`src/rtl/servo_pulse_encoder.sv`:
```
`default_nettype none
// +--------------------------------------------------------------------------+
// | Module      : servo_pulse_encoder                                        |
// | Description : Measures RC/servo PWM pulse widths in microseconds, maps   |
// |               them onto gesture codes 1..11 (1000..2000 us, 100 us       |
// |               bands), debounces codes across frames and falls back to    |
// |               gesture 0 ("hold") when the pulse train disappears.        |
// | Revision    : 1.0 - initial release                                      |
// +--------------------------------------------------------------------------+
module servo_pulse_encoder #(
  parameter int CLKS_PER_US   = 50,
  parameter int MIN_US        = 900,
  parameter int MAX_US        = 2100,
  parameter int TIMEOUT_US    = 25000,
  parameter int STABLE_FRAMES = 3
) (
  input  logic        clk,
  input  logic        reset,
  input  logic        pwm_in,
  output logic [7:0]  gesture,
  output logic        gesture_valid,
  output logic [15:0] width_us,
  output logic        signal_lost
);

  localparam int PRESC_W = (CLKS_PER_US > 1) ? $clog2(CLKS_PER_US) : 1;
  localparam logic [PRESC_W-1:0] PRESC_MAX = PRESC_W'(CLKS_PER_US - 1);
  localparam logic [15:0] MIN_W     = 16'(MIN_US);
  localparam logic [15:0] MAX_W     = 16'(MAX_US);
  localparam logic [15:0] TIMEOUT_W = 16'(TIMEOUT_US);
  localparam logic [3:0]  STABLE_N  = 4'(STABLE_FRAMES);

  typedef enum logic [1:0] {
    ST_ARM       = 2'd0,
    ST_WAIT_RISE = 2'd1,
    ST_MEASURE   = 2'd2
  } state_t;

  state_t              state;
  logic                sync_meta;
  logic                sync_out;
  logic                sync_d;
  logic [1:0]          sync_primed;
  logic [PRESC_W-1:0]  presc;
  logic [15:0]         width_cnt;
  logic [15:0]         timeout_cnt;
  logic [7:0]          cand;
  logic [3:0]          match_cnt;

  logic                rise;
  logic                fall;
  logic                us_tick;
  logic                timeout_hit;
  logic [15:0]         width_next;
  logic [7:0]          code;
  logic [3:0]          match_next;

  assign rise        = sync_out & ~sync_d;
  assign fall        = ~sync_out & sync_d;
  assign us_tick     = (presc == PRESC_MAX);
  // Width including the microsecond that completes in this very cycle.
  assign width_next  = width_cnt + {15'd0, us_tick};
  // Fires once, on the cycle the counter would step onto TIMEOUT_US; a
  // rise detected in the same cycle restarts the count instead.
  assign timeout_hit = us_tick & ~rise & (timeout_cnt == (TIMEOUT_W - 16'd1));

  // Two-flop synchronizer plus delayed copy for edge detection; sync_primed
  // marks when sync_out holds a real sample rather than its reset value.
  always_ff @(posedge clk or negedge reset) begin
    if (!reset) begin
      sync_meta   <= 1'b0;
      sync_out    <= 1'b0;
      sync_d      <= 1'b0;
      sync_primed <= 2'b00;
    end else begin
      sync_meta   <= pwm_in;
      sync_out    <= sync_meta;
      sync_d      <= sync_out;
      sync_primed <= {sync_primed[0], 1'b1};
    end
  end

  // Microsecond prescaler and saturating since-last-rise counter, both
  // realigned on every rise so measured widths floor cleanly.
  always_ff @(posedge clk or negedge reset) begin
    if (!reset) begin
      presc       <= '0;
      timeout_cnt <= 16'd0;
    end else if (rise) begin
      presc       <= '0;
      timeout_cnt <= 16'd0;
    end else begin
      presc <= us_tick ? '0 : presc + 1'b1;
      if (us_tick && (timeout_cnt != TIMEOUT_W)) begin
        timeout_cnt <= timeout_cnt + 16'd1;
      end
    end
  end

  // Width-to-code comparator chain: narrowest matching band wins.
  always_comb begin
    code = 8'd11;
    for (int k = 10; k >= 1; k--) begin
      if (width_next < 16'(950 + 100 * k)) begin
        code = 8'(k);
      end
    end
  end

  // Next match count for an accepted pulse, saturating at STABLE_FRAMES.
  always_comb begin
    match_next = 4'd1;
    if (code == cand) begin
      match_next = (match_cnt >= STABLE_N) ? STABLE_N : match_cnt + 4'd1;
    end
  end

  // Measurement FSM with debounce and loss handling; all outputs registered.
  always_ff @(posedge clk or negedge reset) begin
    if (!reset) begin
      state         <= ST_ARM;
      width_cnt     <= 16'd0;
      cand          <= 8'd0;
      match_cnt     <= 4'd0;
      gesture       <= 8'd0;
      gesture_valid <= 1'b0;
      width_us      <= 16'd0;
      signal_lost   <= 1'b1;
    end else begin
      gesture_valid <= 1'b0;
      if (timeout_hit) begin
        signal_lost <= 1'b1;
        cand        <= 8'd0;
        match_cnt   <= 4'd0;
        state       <= ST_ARM;
        if (gesture != 8'd0) begin
          gesture       <= 8'd0;
          gesture_valid <= 1'b1;
        end
      end else begin
        case (state)
          ST_ARM: begin
            if (sync_primed[1] && !sync_out) begin
              state <= ST_WAIT_RISE;
            end
          end
          ST_WAIT_RISE: begin
            if (rise) begin
              width_cnt <= 16'd0;
              state     <= ST_MEASURE;
            end
          end
          ST_MEASURE: begin
            if (fall) begin
              state <= ST_WAIT_RISE;
              if ((width_next < MIN_W) || (width_next > MAX_W)) begin
                match_cnt <= 4'd0;
              end else begin
                width_us    <= width_next;
                signal_lost <= 1'b0;
                cand        <= code;
                match_cnt   <= match_next;
                if ((match_next == STABLE_N) && (code != gesture)) begin
                  gesture       <= code;
                  gesture_valid <= 1'b1;
                end
              end
            end else if (width_next > MAX_W) begin
              match_cnt <= 4'd0;
              state     <= ST_ARM;
            end else begin
              width_cnt <= width_next;
            end
          end
          default: state <= ST_ARM;
        endcase
      end
    end
  end

endmodule
`default_nettype wire
```
`config.mk`:
```
export PLATFORM = sky130hd
export DESIGN_NAME = servo_pulse_encoder
export DESIGN_NICKNAME = d
export VERILOG_FILES = /design/src/rtl/servo_pulse_encoder.sv
export SDC_FILE = /design/constraint.sdc
export NUM_CORES = 1
export LEC_CHECK = 0
export BUFFER_PORTS_ARGS = -buffer_cell sky130_fd_sc_hd__buf_2
export CAP_MARGIN = 20
export CORE_MARGIN = 2
export CORE_UTILIZATION = 56
export DETAILED_ROUTE_END_ITERATION = 10
export PLACE_DENSITY = 0.77
export SYNTH_ARGS = -nofsm -noshare
export SYNTH_HDL_FRONTEND = slang
export SYNTH_SLANG_ARGS = --single-unit
```
`constraint.sdc`:
```
create_clock -name clk -period 4.3 [get_ports clk]
set_clock_uncertainty 0.1 [all_clocks]
set_input_delay 0.86 -clock clk [delete_from_list [all_inputs] [get_ports clk]]
set_output_delay 0.86 -clock clk [all_outputs]
set_load 0.05 [all_outputs]
```
==> results of run 1 <==
## power breakdown
part           leakage [uW]  internal [uW]  switching (uW)  total [uW]
Combinational       0.00116           47.8            98.3         146
Clock              0.000122            414             262         676
Sequential          0.00103            727            21.3         748
## layer usage
layer	up-vias	track usage, %	part of all wire [%]
met5	-	0	0
met4	0	10.8	2.6
met3	30	4.62	4.7
met2	137	42.4	47
met1	1908	34.1	45
li1	1952	-	-
## area by class of cell
type | instances | area (sq um)
clock buffer | 11 | 151
clock inverter | 4 | 97.6
fill | 686 | 2950
inverter | 18 | 67.6
multi-input combinational | 401 | 2680
sequential | 75 | 1880
tap | 105 | 131
timing repair buffer | 48 | 303
## layout by cell type (no fill, tap or decap), types with 4 or more instances in the layout
cell	Yosys	final
xor2_1	14	14
and2_1	11	11
clkbuf_8	0	11
nand3_1	22	22
buf_4	8	25
or2_2	5	5
a21o_1	4	4
xnor2_1	20	20
buf_2	6	23
a31oi_1	4	4
nand2b_1	9	9
or4_1	4	4
nor3_1	17	17
ha_1	7	5
a211oi_1	5	5
nand2_1	43	43
a21oi_1	23	22
mux2i_1	5	5
nor2b_1	7	7
dfrtp_1	74	74
conb_1	2	5
and3_1	4	4
o21ai_0	33	33
nor4_1	10	9
mux2_2	4	4
inv_1	18	18
nor2_1	51	51
o31ai_1	11	10
nand4_1	8	8
## metrics by stage
stage	hold slack [ns]	std cells
6_report	0.254	662
5_1_grt	0.268	662
4_1_cts	0.256	661
3_5_place_dp	0.238	646
3_3_place_gp	0.232	646
2_1_floorplan	0.231	529
## how the worst max path moves through the flow
stage,endpoint,slack (ns),depth (start not counted)
5_1_grt,gesture[3],0.05,16
3_3_place_gp,match_cnt[1],0.24,15
6_report,gesture[0],0.32,15
4_1_cts,match_cnt[1],0.13,15
3_5_place_dp,match_cnt[1],0.15,15
2_1_floorplan,match_cnt[0],0.63,17
## what timing repair did
action                                  CTS  global route
setup buffers                             0             1
resized for setup                         0             8
endpoints found under the setup margin    0             7
## flip-flops by register name (all words and copies together) (netlist names)
register / count
gesture: 4
width_us: 16
cand: 4
match_cnt: 4
sync_out: 1
sync_meta: 1
sync_primed: 2
timeout_cnt: 16
sync_d: 1
width_cnt: 16
state: 2
gesture_valid: 1
presc: 6
signal_lost: 1
## kinds of logic after synthesis
logic type	after synthesis	share of synthesized area, %
AOI/OAI and AO/OA	125	18.7
xor gates and xnor gates	34	6.24
adders and majority gates	7	1.84
buffers and inverters	53	5.58
DFF	75	39.4
muxes	9	1.99
other	2	0.157
and+or+nand+nor	221	26.1
==> flow_metrics.py, run 1 <==
metrics = {
    "critical_path": {
        "crit_chain": "ha_1, nand4_1, inv_1, ha_4, buf_4, nor4bb_1, o31ai_2, a211oi_1, a21oi_1, or4_4, o211ai_1, a211oi_1, o211a_1, nor4_1, nor3_1",
        "cp_top_family": "simple AND/OR/NAND/NOR gates",
        "startpoint": "presc[0]",
        "worst-path-buf-inv": 2,
        "reg2reg_depth": 15,
        "path_max_fanout": 13,
        "slowest_delay_ns": 0.51,
        "cp_slowest_cell": "or4_4",
        "reg2reg_to": "gesture[0]",
        "r2r_setup_slack_ns": 0.32,
        "crit_top_cell": "a211oi_1",
        "critPathKind": "reg -> reg",
        "cp-start-kind": "register",
        "required_ns": 4.44,
        "crit_path_end_kind": "register",
        "arrival_ns": 4.12,
        "r2r-start": "presc[0]",
    },
    "final_layout": {
        "drive_gt1_share_pct": 18.5,
        "area_delta_synth_final_pct": 11.3,
        "finalNetCount": 563,
        "antenna_cells": 0,
        "utilization_pct": 64.3,
        "final_area_sq_um": 5310,
    },
    "synthesis": {
        "syn_avg_cell_area_sq_um": 9.07,
        "synth-edff-count": 0,
        "ys_types": 83,
        "synth.area.top_cells": "dfrtp_1, nor2_1, xnor2_1",
        "yosysMostFrequentCell": "dfrtp_1",
        "synth_top_area_share_pct": 38.8,
        "syn_inst": 526,
        "synth_top_area_cell": "dfrtp_1",
        "yosysWarningCount": 0,
        "seq_area_frac_synth_pct": 39.4,
        "ys.flop_type": "dfrtp_1",
        "synth-seq-cells": 75,
        "synthTopCellsByCount": "dfrtp_1, nor2_1, nand2_1",
        "synth_area_sq_um": 4770,
        "async_reset_ff_share_pct": 100,
    },
    "sta": {
        "fmax_mhz": 252,
        "slew_headroom_pct": 37.1,
        "final_hold_viol_count": 0,
        "rsz0062_at_grt": "false",
        "tightestPinTransition_ns": 0.943,
        "fin_ws_ns": 0.325,
        "period_needed_ns": 3.98,
        "drv_slew": 0,
        "setup_tns_ns": 0,
        "setup_viol_count_final": 0,
        "finalCritPeriodShare_pct": 92.5,
    },
    "route": {
        "wirelength_um": 11000,
        "first_pass_iters": 5,
        "ant_nets": 0,
        "via_per_inst": 6.08,
        "num_vias": 4027,
        "first_iter_violations": 325,
        "drc": 0,
        "wl_per_cell_um": 16.5,
    },
    "power_and_ir_drop": {
        "powerDensity_nw_per_um2": 296,
        "p_leak_uw": 0.00231,
        "peakVddDrop_v": 0.000189,
        "power.total_uw": 1570,
    },
    "min_path": {
        "min-delay-start": "sync_meta",
        "holdPathStages": 0,
        "min_to": "sync_out",
        "min_path_type": "reg -> reg",
    },
    "floorplanning": {
        "coreArea_sq_um": 8260,
        "io_pins": 29,
        "dieArea_sq_um": 9280,
        "initial_utilization_pct": 57.8,
        "die_w_um": 96.3,
        "rows": 33,
        "die_y_um": 96.3,
    },
    "clocking": {
        "htreeDepth": 3,
        "cts_buffers": 9,
        "clock_latency_ns": 0.36,
        "clk_path_buf_depth": 2,
        "cts.sinks": 75,
        "root_buffer": "clkbuf_8",
        "clkTransAtPathRegs_ns": 0.08,
        "hold_buffers": 0,
        "cts_tree": "built",
    },
    "placement": {
        "pre_cts_ws_ns": 0.153,
        "place_area_sq_um": 5010,
        "dpl.hpwl_um": 7740,
        "gp_congestion": 0.937,
        "port_buffers": 24,
    },
    "global_route": {
        "grt_pass1_wl_um": 18500,
        "grt_antenna_before_repair": 0,
        "grt_start_max_net_pins": 76,
        "track_usage_pct": 26.0,
        "overflow": 0,
        "grt_pass1_vias": 3875,
    },
    "run": {
        "maxCapViolations": 0,
    },
    "run_status": {
        "outcome": "finished, final reports clean",
    },
}
Note: power is estimated with default switching activity, not from simulation.
==> run 2: changes to the inputs <==
--- a/config.mk
+++ b/config.mk
@@ -8,9 +8,10 @@
 export BUFFER_PORTS_ARGS = -buffer_cell sky130_fd_sc_hd__buf_2
 export CAP_MARGIN = 20
 export CORE_MARGIN = 2
-export CORE_UTILIZATION = 56
+export CORE_UTILIZATION = 35
 export DETAILED_ROUTE_END_ITERATION = 10
-export PLACE_DENSITY = 0.77
+export GPL_ROUTABILITY_DRIVEN = 0
+export PLACE_DENSITY = 0.54
 export SYNTH_ARGS = -nofsm -noshare
 export SYNTH_HDL_FRONTEND = slang
 export SYNTH_SLANG_ARGS = --single-unit
==> run 2 against run 1 <==
Net effect: setup slack worse by 0.078 ns; maximum frequency is 1.9% lower; register-to-register slack worse by 0.08 ns; sequential share of layout area is 0.90 points lower; critical path depth is 2 higher; flip-flop and latch count stayed put; sequential power hardly changed; total power is 6.1% higher; core utilization is 23 points lower; cell count is 10% higher; largest cell class unchanged; highest routed layer unchanged.
==> flow_metrics.py, run 2 (synthesis results as in run 1) <==
metrics = {
    "global_route": {
        "track_usage_pct": 16.9,
        "grt_start_max_net_pins": 76,
        "grt_antenna_before_repair": 0,
        "grtUsageMet1_pct": 21.9,
        "overflow": 0,
        "grt_pass1_vias": 3769,
        "grtUsageMet2_pct": 26.7,
        "grt_pass1_wl_um": 19200,
        "use_met3_pct": 4.10,
        "busiest_layer": "met2",
    },
    "route": {
        "first_pass_iters": 5,
        "drc": 0,
        "first_iter_violations": 248,
        "ant_nets": 0,
        "via_per_inst": 5.43,
        "wirelength_um": 11600,
        "num_vias": 3957,
        "wl_per_cell_um": 15.9,
    },
    "clocking": {
        "cts_buffers": 9,
        "clk_path_buf_depth": 2,
        "clock_latency_ns": 0.35,
        "htreeDepth": 3,
        "cts_tree": "built",
        "cts.sinks": 75,
        "root_buffer": "clkbuf_16",
        "clkTransAtPathRegs_ns": 0.06,
    },
    "power_and_ir_drop": {
        "p_clk_share_pct": 46.4,
        "switching_share_pct": 24.7,
        "peakVddDrop_v": 0.000203,
        "p_leak_uw": 0.00232,
        "share_comb_of_total_power_pct": 8.6,
        "power.total_uw": 1670,
        "p_switching_uw": 412,
        "intPower_uw": 1260,
        "powerDensity_nw_per_um2": 306,
        "pwr-share-seq_pct": 45.0,
    },
    "final_layout": {
        "fin_cells": 729,
        "area_delta_synth_final_pct": 14.2,
        "antenna_cells": 0,
        "finalNetCount": 558,
        "reg_top3": "timeout_cnt (16), width_cnt (16), width_us (16)",
        "drive_gt1_share_pct": 18.6,
        "mostFrequentLayoutCells": "dfrtp_1, nor2_1, nand2_1",
        "utilization_pct": 41.0,
        "final_common_cell": "dfrtp_1",
    },
    "sta": {
        "slew_headroom_pct": 36.4,
        "tightestPinTransition_ns": 0.954,
        "fin_ws_ns": 0.246,
        "final_hold_viol_count": 0,
        "timing.hold.ws_ns": 0.247,
        "drv_slew": 0,
        "setup_viol_count_final": 0,
        "period_needed_ns": 4.05,
        "fmax_mhz": 247,
        "finalCritPeriodShare_pct": 94.3,
    },
    "critical_path": {
        "arrival_ns": 4.17,
        "critPathKind": "reg -> reg",
        "crit_path_end_kind": "register",
        "required_ns": 4.42,
        "path_max_fanout": 11,
        "cp-start-kind": "register",
    },
    "placement": {
        "port_buffers": 24,
        "dpl.hpwl_um": 7990,
        "pre_cts_ws_ns": 0.0490,
        "placed_cells": 712,
    },
    "min_path": {
        "min_path_type": "reg -> reg",
    },
    "floorplanning": {
        "initial_utilization_pct": 35.9,
        "io_pins": 29,
        "rows": 42,
        "dieArea_sq_um": 14600,
        "die_w_um": 121,
        "coreArea_sq_um": 13300,
        "die_y_um": 121,
    },
    "run_status": {
        "outcome": "finished, final reports clean",
    },
    "run": {
        "maxCapViolations": 0,
    },
}
run 2: cell types whose count changed in the layout (fill, tap and decap cells not counted), moves of 2 or more:
cell / previous run / this run
clkbuf_8: 11 / 2
bufinv_16: 3 / 1
buf_4: 25 / 20
clkbuf_16: 0 / 9
clkinv_2: 0 / 2
run 2: final cells by class:
cell class / instances / area [sq um]
multi-input combinational: 401 / 2720
clock buffer: 12 / 256
sequential: 75 / 1880
fill: 1315 / 7840
tap: 176 / 220
timing repair buffer: 43 / 265
clock inverter: 4 / 48.8
inverter: 18 / 67.6
run 2: path summary, 6_finish.rpt:
check,end,start,depth (start not counted),slack [ns]
worst min-delay path,sync_primed[1],sync_primed[0],0,0.25
max in group asynchronous,timeout_cnt[0],reset,1,2.92
min in group asynchronous,width_us[2],reset,1,0.56
worst max register to register,gesture[2],presc[1],17,0.25
worst max-delay path,gesture[2],presc[1],17,0.25
worst min register to register,sync_primed[1],sync_primed[0],0,0.25
run 2: timing repair:
| item | in CTS | in global routing |
|---|---|---|
| resized for setup | 0 | 14 |
| hold endpoints to repair | 0 | 0 |
| hold buffers | 0 | 0 |
| setup buffers | 0 | 1 |
| setup endpoints to repair | 0 | 18 |
run 2: metrics by stage:
step                      cell area, sq um  setup TNS [ns]
after floorplan                       4780               0
after global placement                5060               0
after detailed placement              5060               0
after CTS                             5370               0
after global routing                  5450         -0.0109
final                                 5450               0
run 2: critical path, stage by stage (launching register included):
cell       delay (ns)
dfrtp_1          0.39
inv_1            0.06
ha_1             0.14
nand4_1          0.16
inv_1            0.18
ha_4             0.23
buf_4            0.18
nand4_2          0.16
xnor2_2          0.21
a2111oi_1        0.53
buf_4            0.20
o32a_1           0.18
nor3b_2          0.25
o41ai_4          0.11
xnor2_1          0.30
nand3_2          0.17
o31ai_1          0.25
a21oi_1          0.11
run 2: routing by layer:
| metal | routed length, um | vias up |
|---|---|---|
| li1 | - | 1933 |
| met1 | 5160 | 1882 |
| met2 | 5500 | 118 |
| met3 | 695 | 24 |
| met4 | 272 | 0 |
| met5 | 0 | - |
run 2: power by group through the flow:
stage	Clock (uW)	Sequential, uW	Combinational (uW)
after global routing	827	753	165
after CTS	802	749	148
after detailed placement	0	762	148
after floorplan	0	758	93.7
final	773	750	144
after global placement	0	761	146
==> run 3: changes to the inputs <==
==> constraint.sdc (replaced) <==
create_clock -name clk -period 3.85 [get_ports clk]
set_clock_uncertainty 0.1 [all_clocks]
set_input_delay 0.77 -clock clk [delete_from_list [all_inputs] [get_ports clk]]
set_output_delay 0.77 -clock clk [all_outputs]
set_load 0.05 [all_outputs]
==> run 3 against run 2 <==
Net effect: sequential power grew 11%; critical path depth shrank 1; combinational power grew 38%; setup slack lost 0.18 ns; sequential share of layout area shrank 2.7 points; cell count grew 5.5%; global-route usage grew 0.43 points; final area grew 8.4%.
==> flow_metrics.py, run 3 (synthesis results as in run 1) <==
metrics = {
    "run_status": {
        "outcome": "finished, final reports clean",
    },
    "run": {
        "maxCapViolations": 0,
    },
    "sta": {
        "final_hold_viol_count": 0,
        "setup_viol_count_final": 0,
        "slew_headroom_pct": 56.6,
        "tightestPinTransition_ns": 0.650,
        "fmax_mhz": 265,
        "drv_slew": 0,
        "setup_tns_ns": 0,
        "timing.hold.ws_ns": 0.240,
        "fin_ws_ns": 0.0702,
        "rsz0062_at_grt": "true",
        "period_needed_ns": 3.78,
        "finalCritPeriodShare_pct": 98.2,
    },
    "global_route": {
        "overflow": 0,
        "track_usage_pct": 17.3,
        "grt_start_max_net_pins": 76,
        "grt_pass1_vias": 4044,
        "grt_pass1_wl_um": 20000,
        "grt_antenna_before_repair": 0,
    },
    "final_layout": {
        "antenna_cells": 0,
        "mostFrequentLayoutCells": "dfrtp_1, buf_4, nor2_1",
        "reg_top3": "timeout_cnt (16), width_cnt (16), width_us (16)",
        "fillers": 1266,
        "drive_gt1_share_pct": 26.8,
        "final_common_cell": "dfrtp_1",
        "finalNetCount": 598,
        "area_delta_synth_final_pct": 23.9,
    },
    "critical_path": {
        "r2r_setup_slack_ns": 0.07,
        "required_ns": 3.98,
        "path_max_fanout": 10,
        "critPathKind": "reg -> reg",
        "cp-start-kind": "register",
        "reg2reg_depth": 16,
        "crit_path_end_kind": "register",
        "arrival_ns": 3.91,
    },
    "route": {
        "drc": 0,
        "num_vias": 4170,
        "ant_nets": 0,
        "wl_per_cell_um": 15.6,
        "wirelength_um": 12000,
        "first_pass_iters": 4,
        "via_per_inst": 5.42,
        "first_iter_violations": 162,
    },
    "clocking": {
        "htreeDepth": 3,
        "cts_buffers": 9,
        "clock_latency_ns": 0.34,
        "cts_tree": "built",
        "root_buffer": "clkbuf_16",
        "clkTransAtPathRegs_ns": 0.06,
        "hold_buffers": 0,
        "clk_path_buf_depth": 2,
        "cts.sinks": 75,
    },
    "power_and_ir_drop": {
        "p_switching_uw": 452,
        "p_clk_share_pct": 45.7,
        "switching_share_pct": 23.8,
        "peakVddDrop_v": 0.000211,
        "pwr-share-seq_pct": 43.8,
        "share_comb_of_total_power_pct": 10.5,
        "intPower_uw": 1450,
        "powerDensity_nw_per_um2": 321,
        "p_leak_uw": 0.00258,
    },
    "floorplanning": {
        "dieArea_sq_um": 14600,
        "die_w_um": 121,
        "die_y_um": 121,
        "io_pins": 29,
        "initial_utilization_pct": 35.9,
        "coreArea_sq_um": 13300,
        "rows": 42,
    },
    "placement": {
        "pre_cts_ws_ns": -0.0218,
        "port_buffers": 24,
        "dpl.hpwl_um": 8440,
    },
    "min_path": {
        "min_path_type": "in -> async",
    },
}
run 3: cell count changes in the layout (fill, tap and decap cells not counted), sizes merged:
cell	delta
clkbuf	+2
clkinv	-2
buf	+40
run 3: stage by stage:
step | power (uW) | instances | area, sq um | util (%)
after floorplan | 951 | 529 | 4780 | -
after global placement | 1030 | 746 | 5320 | 40.0
after detailed placement | 1040 | 746 | 5320 | 40.0
after CTS | 1930 | 762 | 5650 | 42.5
after global routing | 1990 | 769 | 5910 | 44.5
final | 1900 | 769 | 5910 | 44.5
run 3: repair_timing:
action / in CTS / in global routing
gates resized for setup: 4 / 36
setup endpoints to repair: 6 / 31
buffers inserted: 0 / 6
pin swaps: 0 / 7
run 3: layout make-up:
type | count | area [sq um] | area share, %
Sequential cell | 75 | 1880 | 31.8
Clock buffer | 14 | 274 | 4.63
Tap cell | 176 | 220 | 3.72
Multi-Input combinational cell | 401 | 2840 | 48.0
Inverter | 18 | 67.6 | 1.14
Timing Repair Buffer | 83 | 601 | 10.2
Clock inverter | 2 | 35.0 | 0.593
run 3: path summary, 6_finish.rpt:
path / end / from
setup / recovery: match_cnt[0] / presc[1]
hold / removal: width_us[2] / reset
setup reg to reg: match_cnt[0] / presc[1]
hold reg to reg: sync_out / sync_meta
max in group asynchronous: timeout_cnt[4] / reset
min in group clk: sync_out / sync_meta
run 3: critical path, stage by stage (launching register included):
cell      delay, ns
dfrtp_1        0.37
inv_1          0.06
ha_1           0.13
nand4_1        0.12
inv_2          0.13
ha_4           0.17
buf_6          0.15
nand4_4        0.14
xnor2_2        0.21
a21oi_1        0.11
o41a_4         0.49
a2111o_1       0.44
or3_4          0.40
o211ai_4       0.12
and3_4         0.26
a311oi_1       0.10
a21o_1         0.17
run 3: power by group through the flow:
stage	logic, uW	clock network, uW	registers [uW]
detailed placement	194	0	844
global route	225	926	834
finish	199	868	830
CTS	194	901	831
floorplan	105	0	846
global placement	189	0	844
run 3: metal layers:
layer / track usage [%] / part of all wire [%]
met1: 22.0 / 44
met3: 3.87 / 4.6
met4: 8.36 / 3.4
met2: 27.9 / 48
met5: 0 / 0
